<file path="src/rtl/timekeeper_pkg.sv">
// timekeeper_pkg: state encodings and BCD limits shared by the clock datapath.
package timekeeper_pkg;
  typedef enum logic [1:0] {
    RUN   = 2'b00,
    SET_H = 2'b01,
    SET_M = 2'b10
  } state_e;
  localparam logic [7:0] BCD_59 = 8'h59;
  localparam logic [7:0] BCD_23 = 8'h23;
endpackage

</file>
<file path="src/rtl/timekeeper_bcd60_inc.sv">
// bcd60_inc: two-digit BCD increment, wrapping to 00 with carry after limit.
module bcd60_inc (
  input  logic [7:0] value,
  input  logic [7:0] limit,
  output logic [7:0] next_value,
  output logic       carry
);
  always_comb begin
    carry      = value == limit;
    next_value = carry ? 8'h00 :
                 value[3:0] == 4'h9 ? {value[7:4] + 4'h1, 4'h0} : value + 8'h01;
  end
endmodule

</file>
<file path="src/rtl/timekeeper.sv">
// timekeeper: BCD hh:mm:ss clock with mode/adjust keys for setting hours and minutes.
module timekeeper
  import timekeeper_pkg::*;
#(
  parameter logic [7:0] HOUR_MAX = BCD_23
) (
  input  logic       CP,
  input  logic       nCR,
  input  logic       EN_1HZ,
  input  logic       MODE_KEY,
  input  logic       ADJ_KEY,
  output logic [7:0] TIME_H,
  output logic [7:0] TIME_M,
  output logic [7:0] TIME_S,
  output logic [1:0] SET_STATE,
  output logic       HOUR_PULSE
);
  logic [7:0] h_q, h_d, m_q, m_d, s_q, s_d;
  logic [1:0] state_q, state_d;
  logic       pulse_q, pulse_d, mode_prev_q, adj_prev_q;
  logic [7:0] h_next, m_next, s_next;
  logic       h_carry, m_carry, s_carry;
  logic       mode_p, adj_p, run;

  bcd60_inc u_sec  (.value(s_q), .limit(BCD_59),   .next_value(s_next), .carry(s_carry));
  bcd60_inc u_min  (.value(m_q), .limit(BCD_59),   .next_value(m_next), .carry(m_carry));
  bcd60_inc u_hour (.value(h_q), .limit(HOUR_MAX), .next_value(h_next), .carry(h_carry));

  // Encoding 11 falls through to RUN behaviour.
  always_comb begin
    mode_p  = MODE_KEY & ~mode_prev_q;
    adj_p   = ADJ_KEY & ~adj_prev_q;
    run     = state_q != SET_H && state_q != SET_M;
    h_d     = h_q;
    m_d     = m_q;
    s_d     = s_q;
    state_d = state_q;
    pulse_d = 1'b0;
    if (run && EN_1HZ) begin
      s_d = s_next;
      if (s_carry) m_d = m_next;
      if (s_carry && m_carry) begin
        h_d     = h_next;
        pulse_d = 1'b1;
      end
    end
    if (mode_p) begin
      state_d = run ? SET_H : state_q == SET_H ? SET_M : RUN;
      if (state_q == SET_M) s_d = 8'h00;
    end else if (adj_p) begin
      if (state_q == SET_H) h_d = h_next;
      if (state_q == SET_M) m_d = m_next;
    end
  end

  always_ff @(posedge CP) begin
    if (!nCR) begin
      h_q         <= 8'h00;
      m_q         <= 8'h00;
      s_q         <= 8'h00;
      state_q     <= RUN;
      pulse_q     <= 1'b0;
      mode_prev_q <= 1'b0;
      adj_prev_q  <= 1'b0;
    end else begin
      h_q         <= h_d;
      m_q         <= m_d;
      s_q         <= s_d;
      state_q     <= state_d;
      pulse_q     <= pulse_d;
      mode_prev_q <= MODE_KEY;
      adj_prev_q  <= ADJ_KEY;
    end
  end

  assign TIME_H     = h_q;
  assign TIME_M     = m_q;
  assign TIME_S     = s_q;
  assign SET_STATE  = state_q;
  assign HOUR_PULSE = pulse_q;
endmodule
</file>
<file path="config.mk">
export PLATFORM = sky130hd
export DESIGN_NAME = timekeeper
export DESIGN_NICKNAME = d
export VERILOG_FILES = /design/src/rtl/timekeeper_pkg.sv /design/src/rtl/timekeeper_bcd60_inc.sv /design/src/rtl/timekeeper.sv
export SDC_FILE = /design/constraint.sdc
export NUM_CORES = 1
export LEC_CHECK = 0
export CORE_MARGIN = 1
export CORE_UTILIZATION = 60
export CTS_CLUSTER_SIZE = 14
export DETAILED_ROUTE_END_ITERATION = 8
export MAX_ROUTING_LAYER = met4
export PLACE_DENSITY = 0.86
export SLEW_MARGIN = 25
export SYNTH_ARGS = -nofsm -noshare
export SYNTH_HDL_FRONTEND = slang
export SYNTH_HIERARCHICAL = 1
export SYNTH_SLANG_ARGS = --single-unit
</file>
<file path="constraint.sdc">
create_clock -name CP -period 3.8 [get_ports CP]
set_input_delay 0.76 -clock CP [delete_from_list [all_inputs] [get_ports CP]]
set_output_delay 0.76 -clock CP [all_outputs]
set_load 0.01 [all_outputs]
</file>
After elaboration in Yosys (flattened, before gate mapping). Cells that the tools add are included.

Bits in registers: 29. Bits of input ports: 5. Output and inout port bits: 27. Word-level logic and storage cells: 53.

Add/sub/neg operators: 6. Eq/ne operators: 10. Mux-type cells: 22. Bitwise gates (word level): 4. Reduce and logical (&&, ||, !) cells: 4.

Operators with widths (count): two-way mux 8 bit (19); adder 8 x 1 -> 8 bit, second input constant (3); == test 8 x 7 -> 1 bit, second input constant (2); adder 4 x 1 -> 4 bit, second input constant (3); == test 4 bit, second input constant (3); == test 8 x 6 -> 1 bit, second input constant (1); two-way mux 2 bit (2); logical AND 1 bit (3); AND 1 bit (2); == test 2 x 1 -> 1 bit, second input constant (1); == test 2 bit, second input constant (1); inequality test 2 x 1 -> 1 bit, second input constant (1); inequality test 2 bit, second input constant (1); inverter 1 bit (2); AND reduction 2 bit (1); two-way mux 1 bit (1).

Depth between registers and ports, before layout.
Depth in word-level cells: 8. Gate-level depth with buffers: 7. Gate-level depth less buffers: 7.

Hierarchy. Netlist, hierarchy kept.

By module, submodules not included: timekeeper (times used 1, cells each 129, area an instance 1187.4 um^2, seq. area each 580.6 um^2); bcd60_inc (u_hour ...) (times used 2, cells each 50, area an instance 382.9 um^2, seq. area each 0.0 um^2); bcd60_inc (u_min) (times used 1, cells each 50, area an instance 384.1 um^2, seq. area each 0.0 um^2).

Worst setup path before layout. OpenSTA, ideal clock, no wires.

Path type: reg2reg. Start point: register s_q[5] (netlist: TIME_S[5]). End point: register h_q[0] (netlist: TIME_H[0]). Setup time: 0.134 ns. Arrival time: 1.786 ns. Required time: 3.666 ns. Path slack: 1.880 ns. Cell stages (with the launch flop): 7. Buffers on the path: 0. Clock period less this slack: 1.920 ns. Path through: dfxtp_1 -> xor2_2 -> nor4_2 -> and2_1 -> and3_4 -> a32oi_4 -> mux2i_1.

Cells in the longest elaborated chain, start to end: 7.

RTL lines: from (decl) (RTL line timekeeper.sv:18) `logic [7:0] h_q, h_d, m_q, m_d, s_q, s_d;`; from (signal assigned) (RTL line timekeeper.sv:60) `s_q <= 8'h00;`; from (signal assigned) (RTL line timekeeper.sv:68) `s_q <= s_d;`; == test 8 x 7 -> 1 bit * (RTL line timekeeper_bcd60_inc.sv:9) `carry = value == limit;`; net s_carry (RTL line timekeeper.sv:22) `logic h_carry, m_carry, s_carry;`; logical AND 1 bit * (RTL line timekeeper.sv:42) `if (s_carry && m_carry) begin`; two-way mux 8 bit * (RTL line timekeeper.sv:42); two-way mux 8 bit * (RTL line timekeeper.sv:39) `if (run && EN_1HZ) begin`; two-way mux 8 bit (RTL line timekeeper.sv:51) `if (state_q == SET_H) h_d = h_next;`; two-way mux 8 bit (RTL line timekeeper.sv:50) `end else if (adj_p) begin`; two-way mux 8 bit * (RTL line timekeeper.sv:47) `if (mode_p) begin`; to (signal assigned) (RTL line timekeeper.sv:58) `h_q <= 8'h00;`; to (signal assigned) (RTL line timekeeper.sv:66) `h_q <= h_d;`; to (decl) (RTL line timekeeper.sv:18).

The timed path passes the listed nets; every way through them passes the cells marked *. A chain may end at the register's enable or synchronous reset.

Worst setup path in the final report.
Start point: register s_q[2] (netlist: TIME_S[2]). End point: register h_q[1] (netlist: TIME_H[1]).

Same word-level chain as after synthesis.

==> flow_metrics.tcl <==
set metrics [dict create \
    status "complete, no violations" \
    n_fill_cell 290 \
    period_needed_ps 2280 \
    post_dp_cell_area_mm2 0.00272 \
    finalClockSkew_ps 6.50 \
    clk_latency_ps 280 \
    std_cell_rows 22 \
    postLayoutCoreUtil_pct 76.5 \
    path_delay_family "simple AND/OR/NAND/NOR gates" \
    num_io_pins 32 \
    irDropWorstVdd_mv 0.202 \
    die_area_mm2 0.00414 \
    grt_max_degree 28 \
    tightest_slew_ps 858 \
    cts_resized 0 \
    yosysWarnings 6 \
    regArea_um2 581 \
    crit_type "reg2reg" \
    routabilityCongestion 0.870 \
    tns_ps 0 \
    final_area_mm2 0.00282 \
    clkTransAtPathRegs_ps 60 \
    critPathLaunchType "flip-flop" \
    worstSetupEndpointType "flip-flop" \
    nNetsFinal 344 \
    drt_first_iter_violations 179 \
    multi_input_area_mm2 0.00171 \
    dieHeight_um 64.3 \
    drt_pass1_iterations 5 \
    area_growth_pct 21.1 \
    root_buffer "clkbuf_8" \
    core_region_area_mm2 0.00369 \
    clk_path_buf_depth 2 \
    cts_tree "done" \
    via_per_inst 5.64 \
    mostFrequentLayoutCells "nand2_1, clkdlybuf4s50_1, dfxtp_1" \
    clock.fmax_ghz 0.439 \
    clock_sink_count 29 \
    hold_violations 0 \
    wirelength_um 5010 \
    place_hpwl_um 3470 \
    die_x_um 64.3 \
    grt_overflow 0 \
    grt_use_total_pct 26.6 \
    worstPathArrival_ps 2430 \
    cp.required_ps 3950 \
    syn_avg_cell_area_um2 8.38 \
    crit_chain "xor2_1, nor4_2, and2_1, and3_4, a32oi_4, mux2i_1" \
    antenna_left 0 \
    min_period_over_period_pct 59.9 \
    floorplan.initialDensity_pct 63.2 \
    drive_gt1_share_pct 9.42 \
    diodes 0 \
    path_buf_inv 0 \
    grt_first_pass_wirelength_um 8440 \
    worstPathMaxFanout 13 \
    port_buffers 31 \
    rsz0062_at_grt "false" \
    slowest_delay_ps 730 \
    maxCapViolCount 0 \
    synth_cells 278 \
    drc 0 \
    crit_slowest_cell "nor4_2" \
    antenna_found_initial 0 \
    vias 2126 \
    power_density_mw_per_mm2 247 \
    numCtsBuffers 5 \
    maxSlewHeadroom_pct 42.3 \
    wl_per_cell_um 13.3 \
    cts_setup_buffers 0 \
    holdBufCountCts 0 \
    netlist_area_mm2 0.00233 \
    setup_violations 0 \
    leakage_nw 1.19 \
    final_common_cell "nand2_1" \
    htree_levels 2 \
    slew_viol_final 0 \
    grt_pass1_vias 1884 \
    hold_path_class "reg2reg" \
]
==> flip-flops by register name, indices dropped and copies added (netlist names) <==
| name | cells |
|---|---|
| SET_STATE | 2 |
| TIME_M | 8 |
| TIME_H | 8 |
| mode_prev_q | 1 |
| adj_prev_q | 1 |
| TIME_S | 8 |
| HOUR_PULSE | 1 |
==> layout make-up <==
cell class / instances / share of cell area, %
inverters: 9 / 1.20
multi-input cells: 249 / 60.7
clock inverters: 1 / 0.177
well taps: 48 / 2.13
repair buffers: 34 / 11.8
flip-flops and latches: 29 / 20.6
clock buffers: 7 / 3.41
==> routing by layer <==
metal	track usage [%]	up-vias	share of wire [%]
li1	-	1066	-
met1	32.0	991	44
met2	43.4	62	50
met3	5.18	7	4.5
met4	10.8	0	1.7
met5	-	-	0
==> worst register-to-register path, delay by kind of cell, from the launching register on <==
kind | cells | cell delay [ps]
AO/OA/AOI/OAI | 1 | 120
XOR/XNOR | 1 | 230
AND/OR/NAND/NOR | 3 | 1190
multiplexers | 1 | 180
flip-flops | 1 | 430
==> worst paths after layout <==
check | from | endpoint | slack [ps] | cells past startpoint
worst max-delay path | TIME_S[2] | TIME_H[1] | 1520 | 6
worst min-delay path | TIME_M[6] | TIME_M[6] | 540 | 2
worst max register to register | TIME_S[2] | TIME_H[1] | 1520 | 6
worst min register to register | TIME_M[6] | TIME_M[6] | 540 | 2
==> through the flow <==
stage / hold slack [ps] / total power, mW / cells / setup slack, ps
6_report: 543 / 0.696 / 377 / 1520
5_1_grt: 571 / 0.727 / 377 / 1410
4_1_cts: 543 / 0.699 / 377 / 1550
3_5_place_dp: 536 / 0.421 / 369 / 1430
3_3_place_gp: 522 / 0.419 / 369 / 1490
2_1_floorplan: 504 / 0.394 / 300 / 1880
==> report_power, final <==
group	internal, mW	switching (mW)	leakage (nW)
Clock	0.163	0.116	0.0542
Sequential	0.310	0.0107	0.235
Combinational	0.0384	0.0579	0.901
Power figures use the tool's default switching activity.
==> edit 1, RTL diff (same settings) <==
Register the inputs `nCR`, `EN_1HZ`, `MODE_KEY` and `ADJ_KEY` before use, without a reset. The logic sees them one clock later.
--- a/src/rtl/timekeeper.sv
+++ b/src/rtl/timekeeper.sv
@@ -17,2 +17,15 @@
 );
+
+  logic nCR_q;
+  logic EN_1HZ_q;
+  logic MODE_KEY_q;
+  logic ADJ_KEY_q;
+
+  always_ff @(posedge CP) begin
+    nCR_q      <= nCR;
+    EN_1HZ_q   <= EN_1HZ;
+    MODE_KEY_q <= MODE_KEY;
+    ADJ_KEY_q  <= ADJ_KEY;
+  end
+
   logic [7:0] h_q, h_d, m_q, m_d, s_q, s_d;
@@ -30,4 +43,4 @@
   always_comb begin
-    mode_p  = MODE_KEY & ~mode_prev_q;
-    adj_p   = ADJ_KEY & ~adj_prev_q;
+    mode_p  = MODE_KEY_q & ~mode_prev_q;
+    adj_p   = ADJ_KEY_q & ~adj_prev_q;
     run     = state_q != SET_H && state_q != SET_M;
@@ -38,3 +51,3 @@
     pulse_d = 1'b0;
-    if (run && EN_1HZ) begin
+    if (run && EN_1HZ_q) begin
       s_d = s_next;
@@ -56,3 +69,3 @@
   always_ff @(posedge CP) begin
-    if (!nCR) begin
+    if (!nCR_q) begin
       h_q         <= 8'h00;
@@ -70,4 +83,4 @@
       pulse_q     <= pulse_d;
-      mode_prev_q <= MODE_KEY;
-      adj_prev_q  <= ADJ_KEY;
+      mode_prev_q <= MODE_KEY_q;
+      adj_prev_q  <= ADJ_KEY_q;
     end
Function: changed (Yosys sat finds a counterexample within 4 cycles, from zero or initial values).
==> edit 1 against the original RTL <==
Total power increased by 7.6%. Sequential power rose by 14%. Setup slack improved by 0.028 ns. Area after synthesis rose by 3.4%. Highest routed layer unchanged. Final area rose by 2.6%. Sequential cell count rose by 4. Largest power group unchanged. Routed wire length increased by 3.4%. Sequential share of layout area is 2.3 points higher.
==> edit 1: results (changes against the original RTL) <==
- Crit path DAT: 1.49 ns (was 2.43 ns)
- Met3 usage: 0.0660 (was 0.0518)
- Vias in the first global route: 1,923 (was 1,884)
- First-pass GRT wire length: 8710 µm (was 8440 µm)
- Slowest CP cell: clkdlybuf4s50_1 (was nor4_2)
- DP HPWL: 3670 µm (was 3470 µm)
- Cells after DPL: 372 (was 369)
- Nets: 347 (was 344)
- CP top delay family: buffers and inverters (was simple AND/OR/NAND/NOR gates)
- Switching fraction of total power: 0.258 (was 0.265)
- RR Endpoint: TIME_H[7]$_SDFF_PN0_ (was TIME_H[1]$_SDFF_PN0_)
- Fraction of layout cells with a size suffix above 1: 0.0904 (was 0.0942)
- Leakage power: 1.22 nW (was 1.19 nW)
- RR Startpoint: TIME_S[3]$_SDFF_PN0_ (was TIME_S[2]$_SDFF_PN0_)
- DR WL/cell: 13.6 µm (was 13.3 µm)
- Global Route Usage Sum: 0.270 (was 0.266)
- Post-route insts no fill: 380 (was 377)
- Pin count of the biggest net entering global routing: 39 (was 28)
- Cell Area, Placed: 2790 µm² (was 2720 µm²)
- Peak supply drop: 0.282 mV (was 0.202 mV)
- Crit path largest cell delay: 0.62 ns (was 0.73 ns)
- Synth Instances: 282 (was 278)
- GPL Wtd Cong: 0.831 (was 0.870)
- Outcome: finished clean (unchanged)
- Reg2Reg Setup Slack: 1.58 ns (was 1.52 ns)
- GR Layer Usage met2: 0.430 (was 0.434)
- HP Start: MODE_KEY_q$_DFF_P_ (was TIME_M[6]$_SDFF_PN0_)
- Worst slew margin: 0.377 (was 0.423)
- DR iter-0 viols: 211 (was 179)
- WHS Endpoint: mode_prev_q$_SDFF_PN0_ (was TIME_M[6]$_SDFF_PN0_)
- Vias/cell: 5.86 (was 5.64)
-- edit 1: area by class of cell --
cell class                 instances  area [µm²]  area share
clock buffer                       7        96.3      0.0333
clock inverter                     1        5.00     0.00173
inverter                           9        33.8      0.0117
multi-input combinational        249        1710       0.592
sequential                        33         661       0.228
tap                               48        60.1      0.0207
timing repair buffer              33         325       0.112
-- edit 1: routing by layer --
metal	routed length, µm	part of all wire
met5	0	0
met4	49	0.0095
met3	343	0.066
met2	2480	0.48
met1	2310	0.45
-- edit 1: how the worst max path moves through the flow --
stage                         startpoint              endpoint  slack (ns)  cells past startpoint
floorplan           TIME_S[5]$_SDFF_PN0_  TIME_H[0]$_SDFF_PN0_        1.88                      6
global placement    TIME_S[3]$_SDFF_PN0_  TIME_H[7]$_SDFF_PN0_        1.66                      6
detailed placement  TIME_S[3]$_SDFF_PN0_  TIME_H[7]$_SDFF_PN0_        1.61                      6
CTS                 TIME_H[2]$_SDFF_PN0_             TIME_H[2]        1.53                      1
global route        TIME_S[3]$_SDFF_PN0_  TIME_H[7]$_SDFF_PN0_        1.42                      6
finish              TIME_H[2]$_SDFF_PN0_             TIME_H[2]        1.55                      1
-- edit 1: through the flow --
step | hold slack [ns] | setup WS, ns
floorplan | 0.423 | 1.88
global placement | 0.437 | 1.66
detailed placement | 0.450 | 1.61
CTS | 0.471 | 1.53
global route | 0.490 | 1.42
finish | 0.469 | 1.55
-- edit 1: power by group through the flow --
| stage | clock, mW | sequential [mW] | combinational [mW] |
|---|---|---|---|
| 4_1_cts | 0.288 | 0.366 | 0.0947 |
| 6_report | 0.286 | 0.366 | 0.0960 |
| 3_3_place_gp | 0 | 0.373 | 0.0915 |
| 3_5_place_dp | 0 | 0.374 | 0.0939 |
| 5_1_grt | 0.305 | 0.368 | 0.105 |
| 2_1_floorplan | 0 | 0.372 | 0.0684 |
==> edit 2, RTL diff (config.mk and constraints unchanged) <==
Made on the original files. Put one more register stage on the output `SET_STATE`. The value now appears one clock later. The other outputs are not delayed to match.
--- a/src/rtl/timekeeper.sv
+++ b/src/rtl/timekeeper.sv
@@ -78,3 +78,5 @@
   assign TIME_S     = s_q;
-  assign SET_STATE  = state_q;
+  always_ff @(posedge CP) begin
+    SET_STATE <= state_q;
+  end
   assign HOUR_PULSE = pulse_q;
Formal check against the unedited RTL: not equivalent (Yosys sat finds a counterexample within 4 cycles, from zero or initial values).
==> edit 2 against the original RTL <==
Combinational power is essentially flat. Synthesized cell count grew 0.72%. Global-route usage grew 0.19 points. Final area grew 0.93%. First-iteration DRC count grew 7.3%. Setup slack lost 0.013 ns. Total power grew 0.33%. Sequential cell count grew 2. Core utilization grew 0.14 points. Routed wire length shrank 1.2%. Area after synthesis grew 1.7%. Critical path type unchanged. Highest routed layer unchanged.
==> edit 2: results (changes against the original RTL) <==
- Power share of the clock group: 0.371 (was 0.401)
- Number of setup buffers added after CTS: 0 (unchanged)
- Fraction of layout cells with a size suffix above 1: 0.0909 (was 0.0942)
- WHS Path Cells: 0 (was 2)
- First-pass GRT wire length: 8560 µm (was 8440 µm)
- Critical Path Fanout Max: 13 (unchanged)
- Synth Instances: 280 (was 278)
- Vias: 2,159 (was 2,126)
- Crit path DAT: 2.44 ns
- GPL Wtd Cong: 0.898 (was 0.870)
- Number of diodes: 0 (unchanged)
- Leakage power: 1.20 nW (was 1.19 nW)
- Reg2Reg Setup Slack: 1.51 ns
- WHS Endpoint: SET_STATE[1]$_DFF_P_ (was TIME_M[6]$_SDFF_PN0_)
- Outcome: finished clean (unchanged)
- Clk_lat worst skew: 0.29 ns
- HP Start: state_q[1]$_SDFFE_PN0P_ (was TIME_M[6]$_SDFF_PN0_)
- Vias in the first global route: 1,997 (was 1,884)
- Post-route insts no fill: 378 (was 377)
- Initial antenna violation count: 0 (unchanged)
- Pint: 0.513 mW (was 0.512 mW)
- H-tree levels: 2 (unchanged)
- Peak supply drop: 0.184 mV (was 0.202 mV)
- DR iter-0 viols: 192 (was 179)
- Global Route Usage Sum: 0.268 (was 0.266)
- Clock Skew: 0.00680 ns (was 0.00650 ns)
- Slew @ Worst Pin: 0.871 ns (was 0.858 ns)
- Pwr Total: 0.698 mW (was 0.696 mW)
- Cells after DPL: 371 (was 369)
- Nets: 346 (was 344)
- Sequential power share: 0.491 (was 0.460)
- Pin count of the biggest net entering global routing: 22 (was 28)
- Cell Area, Placed: 2760 µm² (was 2720 µm²)
- DP HPWL: 3500 µm (was 3470 µm)
- FILL cells: 282 (was 290)
- Final WL: 4950 µm (was 5010 µm)
- Clock tree buffer depth: 2 (unchanged)
- RR Endpoint: TIME_H[5]$_SDFF_PN0_ (was TIME_H[1]$_SDFF_PN0_)
- Min-delay worst type: reg -> reg (unchanged)
-- edit 2: routing by layer --
metal | part of all wire | GRT usage | routed length (µm)
met5 | 0 | - | 0
met4 | 0.014 | 0.0750 | 70
met3 | 0.051 | 0.0739 | 252
met2 | 0.48 | 0.451 | 2380
met1 | 0.46 | 0.311 | 2250
-- edit 2: cell type report --
type | instances | area [µm²] | area share
multi-input cells | 249 | 1710 | 0.602
flip-flops and latches | 31 | 621 | 0.218
repair buffers | 34 | 333 | 0.117
clock buffers | 6 | 82.6 | 0.0290
well taps | 48 | 60.1 | 0.0211
inverters | 9 | 33.8 | 0.0119
clock inverters | 1 | 5.00 | 0.00176
-- edit 2: metrics by stage --
step                utilization  hold slack, ns  worst slack [ns]
global placement          0.743           0.381              1.49
finish                    0.767           0.393              1.51
CTS                       0.767           0.390              1.52
global route              0.767           0.407              1.37
detailed placement        0.743           0.386              1.43
floorplan                     -           0.367              1.88
